### config.mk
export PLATFORM = sky130hd
export DESIGN_NAME = seg_scan_driver
export DESIGN_NICKNAME = d
export VERILOG_FILES = /design/src/rtl/seg_scan_driver.sv
export SDC_FILE = /design/constraint.sdc
export NUM_CORES = 1
export LEC_CHECK = 0
export ABC_CLOCK_PERIOD_IN_PS = 5100
export BUFFER_PORTS_ARGS = -buffer_cell sky130_fd_sc_hd__buf_2
export CAP_MARGIN = 5
export CORE_ASPECT_RATIO = 2
export CORE_UTILIZATION = 45
export CTS_CLUSTER_DIAMETER = 40
export CTS_CLUSTER_SIZE = 28
export DETAILED_ROUTE_END_ITERATION = 6
export GPL_TIMING_DRIVEN = 1
export PLACE_DENSITY = 0.74
export SKIP_CTS_REPAIR_TIMING = 1
export SLEW_MARGIN = 30
export SYNTH_ARGS = -nofsm -noshare
export SYNTH_HDL_FRONTEND = slang
export SYNTH_SLANG_ARGS = --single-unit
### constraint.sdc
create_clock -name clk -period 5.1 [get_ports clk]
set_clock_uncertainty 0.2 [all_clocks]
set_input_delay 0.255 -clock clk [delete_from_list [all_inputs] [get_ports clk]]
set_output_delay 0.255 -clock clk [all_outputs]
set_load 0.02 [all_outputs]
### src/rtl/seg_scan_driver.sv
// Time-multiplexed multi-digit 7-segment driver with shadow capture, blink, hex glyphs and leading-zero blanking.
// Outputs are registered with 1 cycle latency. There is no backpressure: the scan free-runs.
module seg_scan_driver #(
  parameter int DIGITS      = 4,
  parameter int SCAN_DIV    = 1000,
  parameter int BLINK_TICKS = 250,
  parameter int HEX_EN      = 0,
  parameter int LZB_EN      = 0
) (
  input  logic                  clk,
  input  logic                  rst_n,
  input  logic [4*DIGITS-1:0]   value,
  input  logic [DIGITS-1:0]     en,
  input  logic [DIGITS-1:0]     blink,
  input  logic                  load,
  output logic [6:0]            seg_out,
  output logic [DIGITS-1:0]     dig_sel
);

  localparam int CW = (SCAN_DIV > 1) ? $clog2(SCAN_DIV) : 1;
  localparam int IW = (DIGITS > 1) ? $clog2(DIGITS) : 1;
  localparam int BW = (BLINK_TICKS > 1) ? $clog2(BLINK_TICKS) : 1;

  localparam logic [CW-1:0] CNT_LAST   = CW'(SCAN_DIV - 1);
  localparam logic [IW-1:0] IDX_LAST   = IW'(DIGITS - 1);
  localparam logic [BW-1:0] BLINK_LAST = BW'(BLINK_TICKS - 1);

  localparam logic [6:0] SEG_DASH  = 7'b0000001;
  localparam logic [6:0] SEG_BLANK = 7'b0000000;

  logic [4*DIGITS-1:0] sh_value;
  logic [DIGITS-1:0]   sh_en;
  logic [DIGITS-1:0]   sh_blink;

  logic [CW-1:0] cnt;
  logic [IW-1:0] idx;
  logic [BW-1:0] blink_cnt;
  logic          phase;
  logic          tick;

  logic [3:0]        cur_code;
  logic              cur_en;
  logic              cur_blink;
  logic              cur_lz;
  logic [DIGITS-1:0] lz_vec;
  logic              lz_run;
  logic [DIGITS-1:0] sel_onehot;
  logic [6:0]        seg_nxt;
  logic [DIGITS-1:0] sel_nxt;

  function automatic logic [6:0] decode(input logic [3:0] code);
    logic [6:0] s;
    s = SEG_DASH;
    case (code)
      4'h0: s = 7'b1111110;
      4'h1: s = 7'b0110000;
      4'h2: s = 7'b1101101;
      4'h3: s = 7'b1111001;
      4'h4: s = 7'b0110011;
      4'h5: s = 7'b1011011;
      4'h6: s = 7'b1011111;
      4'h7: s = 7'b1110000;
      4'h8: s = 7'b1111111;
      4'h9: s = 7'b1111011;
      4'hA: s = (HEX_EN != 0) ? 7'b1110111 : SEG_DASH;
      4'hB: s = (HEX_EN != 0) ? 7'b0011111 : SEG_DASH;
      4'hC: s = (HEX_EN != 0) ? 7'b1001110 : SEG_DASH;
      4'hD: s = (HEX_EN != 0) ? 7'b0111101 : SEG_DASH;
      4'hE: s = (HEX_EN != 0) ? 7'b1001111 : SEG_DASH;
      4'hF: s = (HEX_EN != 0) ? 7'b1000111 : SEG_DASH;
      default: s = SEG_DASH;
    endcase
    return s;
  endfunction

  assign tick = (cnt == CNT_LAST);

  // The display reads only the shadow copy, so a load landing on a slot
  // boundary shows up intact on the following output word.
  always_ff @(posedge clk or negedge rst_n) begin
    if (!rst_n) begin
      sh_value <= '0;
      sh_en    <= '0;
      sh_blink <= '0;
    end else if (load) begin
      sh_value <= value;
      sh_en    <= en;
      sh_blink <= blink;
    end
  end

  always_ff @(posedge clk or negedge rst_n) begin
    if (!rst_n) begin
      cnt       <= '0;
      idx       <= '0;
      blink_cnt <= '0;
      phase     <= 1'b0;
    end else begin
      cnt <= tick ? '0 : cnt + CW'(1);
      if (tick) begin
        idx <= (idx == IDX_LAST) ? '0 : idx + IW'(1);
        if (blink_cnt == BLINK_LAST) begin
          blink_cnt <= '0;
          phase     <= ~phase;
        end else begin
          blink_cnt <= blink_cnt + BW'(1);
        end
      end
    end
  end

  // lz_vec[d]: digit d and every digit above it hold code 0.
  always_comb begin
    lz_vec = '0;
    lz_run = 1'b1;
    for (int d = DIGITS - 1; d >= 0; d--) begin
      lz_run    = lz_run & (sh_value[4*d +: 4] == 4'h0);
      lz_vec[d] = lz_run;
    end
  end

  always_comb begin
    cur_code   = 4'h0;
    cur_en     = 1'b0;
    cur_blink  = 1'b0;
    cur_lz     = 1'b0;
    sel_onehot = '0;
    for (int d = 0; d < DIGITS; d++) begin
      if (idx == IW'(d)) begin
        cur_code      = sh_value[4*d +: 4];
        cur_en        = sh_en[d];
        cur_blink     = sh_blink[d];
        cur_lz        = (d != 0) && lz_vec[d];
        sel_onehot[d] = 1'b1;
      end
    end
  end

  always_comb begin
    seg_nxt = decode(cur_code);
    if (!cur_en) begin
      seg_nxt = SEG_DASH;
    end else if (cur_blink && phase) begin
      seg_nxt = SEG_BLANK;
    end else if ((LZB_EN != 0) && cur_lz) begin
      seg_nxt = SEG_BLANK;
    end
    // Segments stay live through the dead-time cycle; only the select is gated.
    sel_nxt = (cnt == '0) ? '0 : sel_onehot;
  end

  always_ff @(posedge clk or negedge rst_n) begin
    if (!rst_n) begin
      seg_out <= '0;
      dig_sel <= '0;
    end else begin
      seg_out <= seg_nxt;
      dig_sel <= sel_nxt;
    end
  end

endmodule
==> run_results.csv, run 1 <==
group,metric,value,unit
outcome,status,"complete, but fails checks",
outcome,violations,"negative hold slack",
worst_setup_path,cp.arrival,2.47,ns
clocking,cts_buffers,5,
grt,overflow,0,
grt,grt_start_max_net_pins,57,
timing,worstMarginPinSlew,0.732,ns
route,drtPass1Iterations,4,
min_path,hold_class,"in2reg",
synth,synthCells,224,
grt,grt_use_total,18.5,%
route,avgViaCountPerCell,5.69,
route,antenna_left,0,
timing,max_freq,0.401,GHz
floorplan,die_w,56.5,um
worst_setup_path,crit_chain,"inv_1, ha_1, nor2b_4, a22oi_1, a21oi_1, inv_1, ha_1, a21o_1, o2bb2ai_1",
clocking,clk_pin_slew,0.07,ns
worst_setup_path,cp-start-kind,"flip-flop",
synth,yosysWarnings,0,
synth,synth-seq-cells,56,
route,drtIter0Drc,75,
synth,ys.flop_type,"dfrtp_1",
route,drc,0,
synth,syn_nets,264,
worst_setup_path,critical_path_buf_inv_count,2,
synth,syn_area,2680,um2
synth,async_flop_share,100,%
worst_setup_path,r2r_setup_slack,2.61,ns
floorplan,rows,39,
timing,relSlewSlack,50.8,%
synth,yosysSeqAreaShare,52.4,%
timing,final-setup-viol-count,0,
grt,grt_pass1_vias,1949,
placed_design,port_buffers,37,
route,wl_per_cell,16.2,um
route,vias,1885,
route,routed_wl,5.37,mm
worst_setup_path,crit_fanout,9,
floorplan,fp.dieH,111,um
power,p_leak,1.42,nW
worst_setup_path,slowest_delay,0.39,ns
grt,antenna_found_initial,0,
clocking,clock_path_buffers,2,
worst_setup_path,cp_top_family,"compound AO/OA/AOI/OAI gates",
timing,tns,0,ns
layout,n_antenna_cell,0,
layout,fin_area,3140,um2
synth,syn_avg_cell_area,11.9,um2
floorplan,die_area,6280,um2
timing,min_period_over_period,48.9,%
clocking,cts.sinks,56,
worst_setup_path,end_kind,"flip-flop",
clocking,root_buffer,"clkbuf_16",
layout,layout-drive-gt1-share,30.0,%
clocking,clk_latency,0.29,ns
layout,synthToLayoutAreaGrowth,17.3,%
grt,grt_pass1_wl,9.03,mm
power,power.density,297,nW/um2
floorplan,num_io_pins,38,
placed_design,gp_congestion,0.808,
timing,hold_violations,5,
synth,synth_edf_count,0,
timing,worst_hold_slack,-0.00877,ns
timing,slew_viol_final,0,
worst_setup_path,cpMaxStageDelayCell,"dfrtp_1",
placed_design,dp_hpwl,3.97,mm
layout,final_nets,309,
timing,period_needed,2.49,ns
floorplan,core-area,5710,um2
clocking,cts_tree,"done",
floorplan,start_util,46.9,%
job,maxCapViolations,0,
clocking,htree_levels,2,
worst_setup_path,critical_path_class,"reg2reg",
power,ir_drop,0.303,mV
worst_setup_path,crit_required,5.08,ns
timing,rsz0062_at_grt,"no",
placed_design,dpl_cell_area,2920,um2
synth,ys_types,49,
## placed cells by master (no fill, tap or decap), types with 2 or more instances in the layout
cell type	count
buf_2	37
nand3_1	7
o211ai_1	2
nand2_1	9
o31ai_1	2
mux2_2	25
dfrtp_1	56
dlygate4sd3_1	7
o21bai_1	2
and2_1	6
nand4_2	2
o22ai_1	2
a21o_1	2
a31oi_1	3
buf_4	2
a221o_1	3
mux2i_1	2
nand4_1	3
nor3_1	3
inv_1	9
clkbuf_16	5
xor2_1	5
o221ai_1	3
a21oi_1	4
o2bb2ai_1	3
nor2_1	14
ha_1	13
nand2b_1	2
o21ai_0	9
xnor2_1	3
o41ai_1	2
## kinds of logic (layout without fill, tap and decap cells)
family | count (synthesis) | in the layout | synth area share, %
muxes | 27 | 27 | 11.3
and+or+nand+nor | 59 | 59 | 13.1
AOI/OAI and AO/OA | 44 | 44 | 12.0
xor gates and xnor gates | 8 | 8 | 2.62
buffers and inverters | 17 | 63 | 2.57
adders and majority gates | 13 | 13 | 6.08
DFF | 56 | 56 | 52.4
## synthesized netlist by cell type, drive strengths merged, types with 5 or more instances
| master | n | area share (%) |
|---|---|---|
| dfrtp | 56 | 52 |
| mux2 | 25 | 11 |
| nor2 | 14 | 2.0 |
| ha | 13 | 6.1 |
| inv | 9 | 1.3 |
| nand2 | 9 | 1.3 |
| o21ai | 9 | 1.7 |
| nand3 | 8 | 1.7 |
| and2 | 6 | 1.4 |
| a21oi | 5 | 1.1 |
| nand4 | 5 | 1.6 |
| xor2 | 5 | 1.6 |
## state kept, by name, summed over array words and instances, names as in the netlist
signal     count
cnt           10
sh_en          4
sh_value      16
blink_cnt      8
phase          1
sh_blink       4
seg_out        7
dig_sel        4
idx            2
## layout make-up
cell class	instances	area (um2)
tap	61	76.3
fill	496	2570
clock inverter	1	7.51
sequential	56	1400
clock buffer	7	143
timing repair buffer	46	270
multi-input combinational	151	1210
inverter	9	33.8
## where the power goes
group	internal, mW	total (mW)	switching [mW]
logic	0.0505	0.104	0.0536
registers	0.470	0.484	0.0136
clock network	0.196	0.344	0.149
## path summary, 6_finish.rpt
path                          start     endpoint  cells after the start
hold reg to reg               phase        phase                      1
setup reg to reg             idx[1]   seg_out[1]                      9
min in group asynchronous     rst_n   dig_sel[2]                      3
hold / removal             value[8]  sh_value[8]                      2
setup / recovery             idx[1]   seg_out[1]                      9
max in group asynchronous     rst_n  sh_blink[3]                      3
## through the flow
stage | hold slack [ns] | total power, mW | worst slack (ns) | utilization (%) | std cells
detailed placement | 0.226 | 0.593 | 2.67 | 51.1 | 316
CTS | -0.0951 | 0.940 | 2.61 | 53.7 | 324
global route | 0.000626 | 0.972 | 2.44 | 55.0 | 331
global placement | 0.226 | 0.589 | 2.72 | 51.1 | 316
floorplan | -0.241 | 0.551 | 2.88 | - | 224
finish | -0.00877 | 0.932 | 2.61 | 55.0 | 331
## worst register-to-register path, stage by stage (launching register included)
cell and delay, ns:
dfrtp_1 0.39, inv_1 0.09, ha_1 0.31, nor2b_4 0.20, a22oi_1 0.08, a21oi_1 0.40
inv_1 0.20, ha_1 0.25, a21o_1 0.16, o2bb2ai_1 0.11
## layer usage
| metal | share of wire, % | vias to the layer above | track usage [%] |
|---|---|---|---|
| met2 | 58 | 33 | 34.9 |
| met3 | 2.8 | 13 | 3.85 |
| li1 | - | 902 | - |
| met5 | 0 | - | 0 |
| met1 | 37 | 937 | 19.1 |
| met4 | 2.4 | 0 | 7.32 |
(Power assumes the default switching activity.)
==> run 2, diff against run 1 <==
--- a/config.mk
+++ b/config.mk
@@ -5,7 +5,8 @@
 export SDC_FILE = /design/constraint.sdc
 export NUM_CORES = 1
 export LEC_CHECK = 0
-export ABC_CLOCK_PERIOD_IN_PS = 5100
+export ABC_AREA = 1
+export ABC_CLOCK_PERIOD_IN_PS = 2230
 export BUFFER_PORTS_ARGS = -buffer_cell sky130_fd_sc_hd__buf_2
 export CAP_MARGIN = 5
 export CORE_ASPECT_RATIO = 2
@@ -14,7 +15,7 @@
 export CTS_CLUSTER_SIZE = 28
 export DETAILED_ROUTE_END_ITERATION = 6
 export GPL_TIMING_DRIVEN = 1
-export PLACE_DENSITY = 0.74
+export PLACE_DENSITY = 0.76
 export SKIP_CTS_REPAIR_TIMING = 1
 export SLEW_MARGIN = 30
 export SYNTH_ARGS = -nofsm -noshare
==> constraint.sdc (replaced) <==
create_clock -name clk -period 2.23 [get_ports clk]
set_clock_uncertainty 0.2 [all_clocks]
set_input_delay 0.1115 -clock clk [delete_from_list [all_inputs] [get_ports clk]]
set_output_delay 0.1115 -clock clk [all_outputs]
set_load 0.02 [all_outputs]
==> run 2 against run 1 <==
Compared with the run above: the flow now finishes without violations; count of clock-buffer cells in the layout unchanged; flip-flop and latch count unchanged; worst setup slack got worse by 2.5 ns; power increased by 140%; synthesized cell count increased by 42%; non-clock buffer count increased by 28; sequential power increased by 130%; cell count increased by 44%; register-to-register slack got worse by 2.5 ns; critical path depth increased by 5; synthesized area increased by 10%; critical path type unchanged.
==> run_results.csv, run 2 <==
group,metric,value,unit
outcome,status,"finished clean",
worst_setup_path,crit_chain,"inv_2, ha_1, inv_1, nor2_4, nand2_1, nand2_1, nand2_1, nand2_4, inv_1, ha_1, nand3b_1, nand2_1, nor2_1, nor2_1",
route,wl_per_cell,13.4,um
synth,async_flop_share,100,%
synth,synthTopCellsByArea,"dfrtp_1 47%, nand2_1 7.2%, mux2_2 6.9%",
route,vias,2362,
worst_setup_path,cpMaxStageDelayCell,"dfrtp_1",
min_path,hold_class,"in2async",
synth,synth-seq-cells,56,
floorplan,die_w,59.3,um
grt,antenna_found_initial,0,
synth,yosysWarnings,0,
clocking,clk_latency,0.30,ns
grt,grt_start_max_net_pins,31,
layout,layout-drive-gt1-share,31.4,%
worst_setup_path,r2r_setup_slack,0.1,ns
grt,grt_pass1_vias,2260,
timing,setup_ws,0.0989,ns
grt,overflow,0,
layout,final_nets,432,
route,routed_wl,6.40,mm
clocking,clk_pin_slew,0.07,ns
floorplan,start_util,46.8,%
timing,tns,0,ns
grt,grt_use_total,19.5,%
placed_design,port_buffers,37,
worst_setup_path,crit_top_cell,"nand2_1",
floorplan,fp.dieH,117,um
clocking,htree_levels,2,
layout,final_common_cell,"dfrtp_1",
clocking,cts.sinks,56,
timing,relSlewSlack,62.9,%
placed_design,post-place-ws,0.0415,ns
clocking,cts_tree,"done",
floorplan,num_io_pins,38,
layout,n_antenna_cell,0,
worst_setup_path,crit_required,2.25,ns
synth,yosysMostFrequentCell,"nand2_1",
worst_setup_path,cp_top_family,"simple AND/OR/NAND/NOR gates",
synth,synth_edf_count,0,
placed_design,gp_congestion,0.979,
worst_setup_path,crit_fanout,4,
synth,syn_avg_cell_area,9.31,um2
grt,grt_pass1_wl,9.85,mm
timing,hold_violations,0,
clocking,root_buffer,"clkbuf_16",
floorplan,die_area,6910,um2
timing,final-setup-viol-count,0,
worst_setup_path,end_kind,"flip-flop",
synth,yosysSeqAreaShare,47.5,%
synth,syn_nets,357,
layout,largest_reg_flops,16,
worst_setup_path,slowest_delay,0.41,ns
placed_design,dp_hpwl,4.68,mm
floorplan,rows,41,
worst_setup_path,critical_path_class,"reg2reg",
timing,rsz0062_at_grt,"no",
route,drtPass1Iterations,4,
job,maxCapViolations,0,
layout,regMostFlops,"sh_value",
worst_setup_path,cp-start-kind,"flip-flop",
clocking,cts_buffers,5,
route,avgViaCountPerCell,4.94,
power,ir_drop,0.656,mV
layout,largestRegisters,"sh_value: 16 flops, cnt: 10 flops, blink_cnt: 8 flops",
route,antenna_left,0,
layout,final_cell_mix,"56 x dfrtp_1, 55 x nand2_1, 37 x buf_2",
route,drtIter0Drc,32,
floorplan,core-area,6310,um2
timing,slew_viol_final,0,
timing,max_freq,0.469,GHz
timing,worst_hold_slack,0.0643,ns
synth,synth.top_cell.area_share,47.5,%
timing,period_needed,2.13,ns
timing,worstMarginPinSlew,0.556,ns
timing,min_period_over_period,95.6,%
synth,syn_area,2950,um2
layout,final_core_util,59.2,%
worst_setup_path,critical_path_buf_inv_count,3,
clocking,clock_path_buffers,2,
power,p_leak,1.83,nW
power,power.density,592,nW/um2
route,drc,0,
synth,synthCells,317,
layout,synthToLayoutAreaGrowth,26.5,%
synth,ys_types,38,
synth,ys.flop_type,"dfrtp_1",
synth,yosys.area.top_type,"dfrtp_1",
synth,synthTopCellsByCount,"57 x nand2_1, 56 x dfrtp_1, 35 x nor2_1",
layout,num-fill-cells,500,
worst_setup_path,cp.arrival,2.15,ns
==> run 2: changes by cell type in the layout (fill, tap and decap cells not counted), sizes merged, moves of 6 or more <==
cell and delta:
a21oi +11, and2 -6, buf +10, dlygate4sd3 +18, inv +31, mux2 -7
nand2 +62, nand3 +7, nor2 +27, o21ai +9
==> run 2: through the flow <==
step	power [mW]	instances	cell area (um2)
after CTS	2.17	449	3430
after global routing	2.30	478	3730
after global placement	1.36	442	3270
after detailed placement	1.37	442	3270
final	2.21	478	3730
after floorplan	1.27	317	2950
==> run 2: final timing paths <==
| check | start | end | cells after the start |
|---|---|---|---|
| max | idx[0] | seg_out[3] | 14 |
| min | rst_n | cnt[6] | 2 |
| max reg2reg | idx[0] | seg_out[3] | 14 |
| min reg2reg | cnt[0] | cnt[0] | 1 |
| max in group asynchronous | rst_n | sh_value[12] | 3 |
| min in group clk | load | sh_blink[1] | 3 |
==> run 2: per-layer routing <==
metal	vias up	global-route usage, %	routed length (um)
li1	1165	-	-
met1	1128	18.5	2180
met2	50	36.9	3820
met3	19	3.10	134
met4	0	12.1	271
met5	-	0	0
==> run 2: area by class of cell <==
class	instances	area, um2	share of cell area [%]
tap	86	108	2.88
multi-input combinational	214	1380	36.8
clock buffer	7	153	4.09
timing repair buffer	74	538	14.4
inverter	41	159	4.26
sequential	56	1400	37.5
==> run 2: cells by family (layout without fill, tap and decap cells) <==
family	after synthesis	after routing	share of synthesized area, %
multiplexers	18	18	6.87
AO/OA/AOI/OAI	38	38	7.84
XOR/XNOR	3	3	1.14
buffers and inverters	47	122	6.87
adder cells (fa/ha/maj)	13	13	5.51
flip-flops	56	56	47.5
AND/OR/NAND/NOR	142	142	24.3
==> run 2: where the power goes <==
part,internal [mW],switching [mW]
sequential,1.07,0.0307
clock,0.472,0.335
combinational,0.140,0.161
total,1.69,0.527
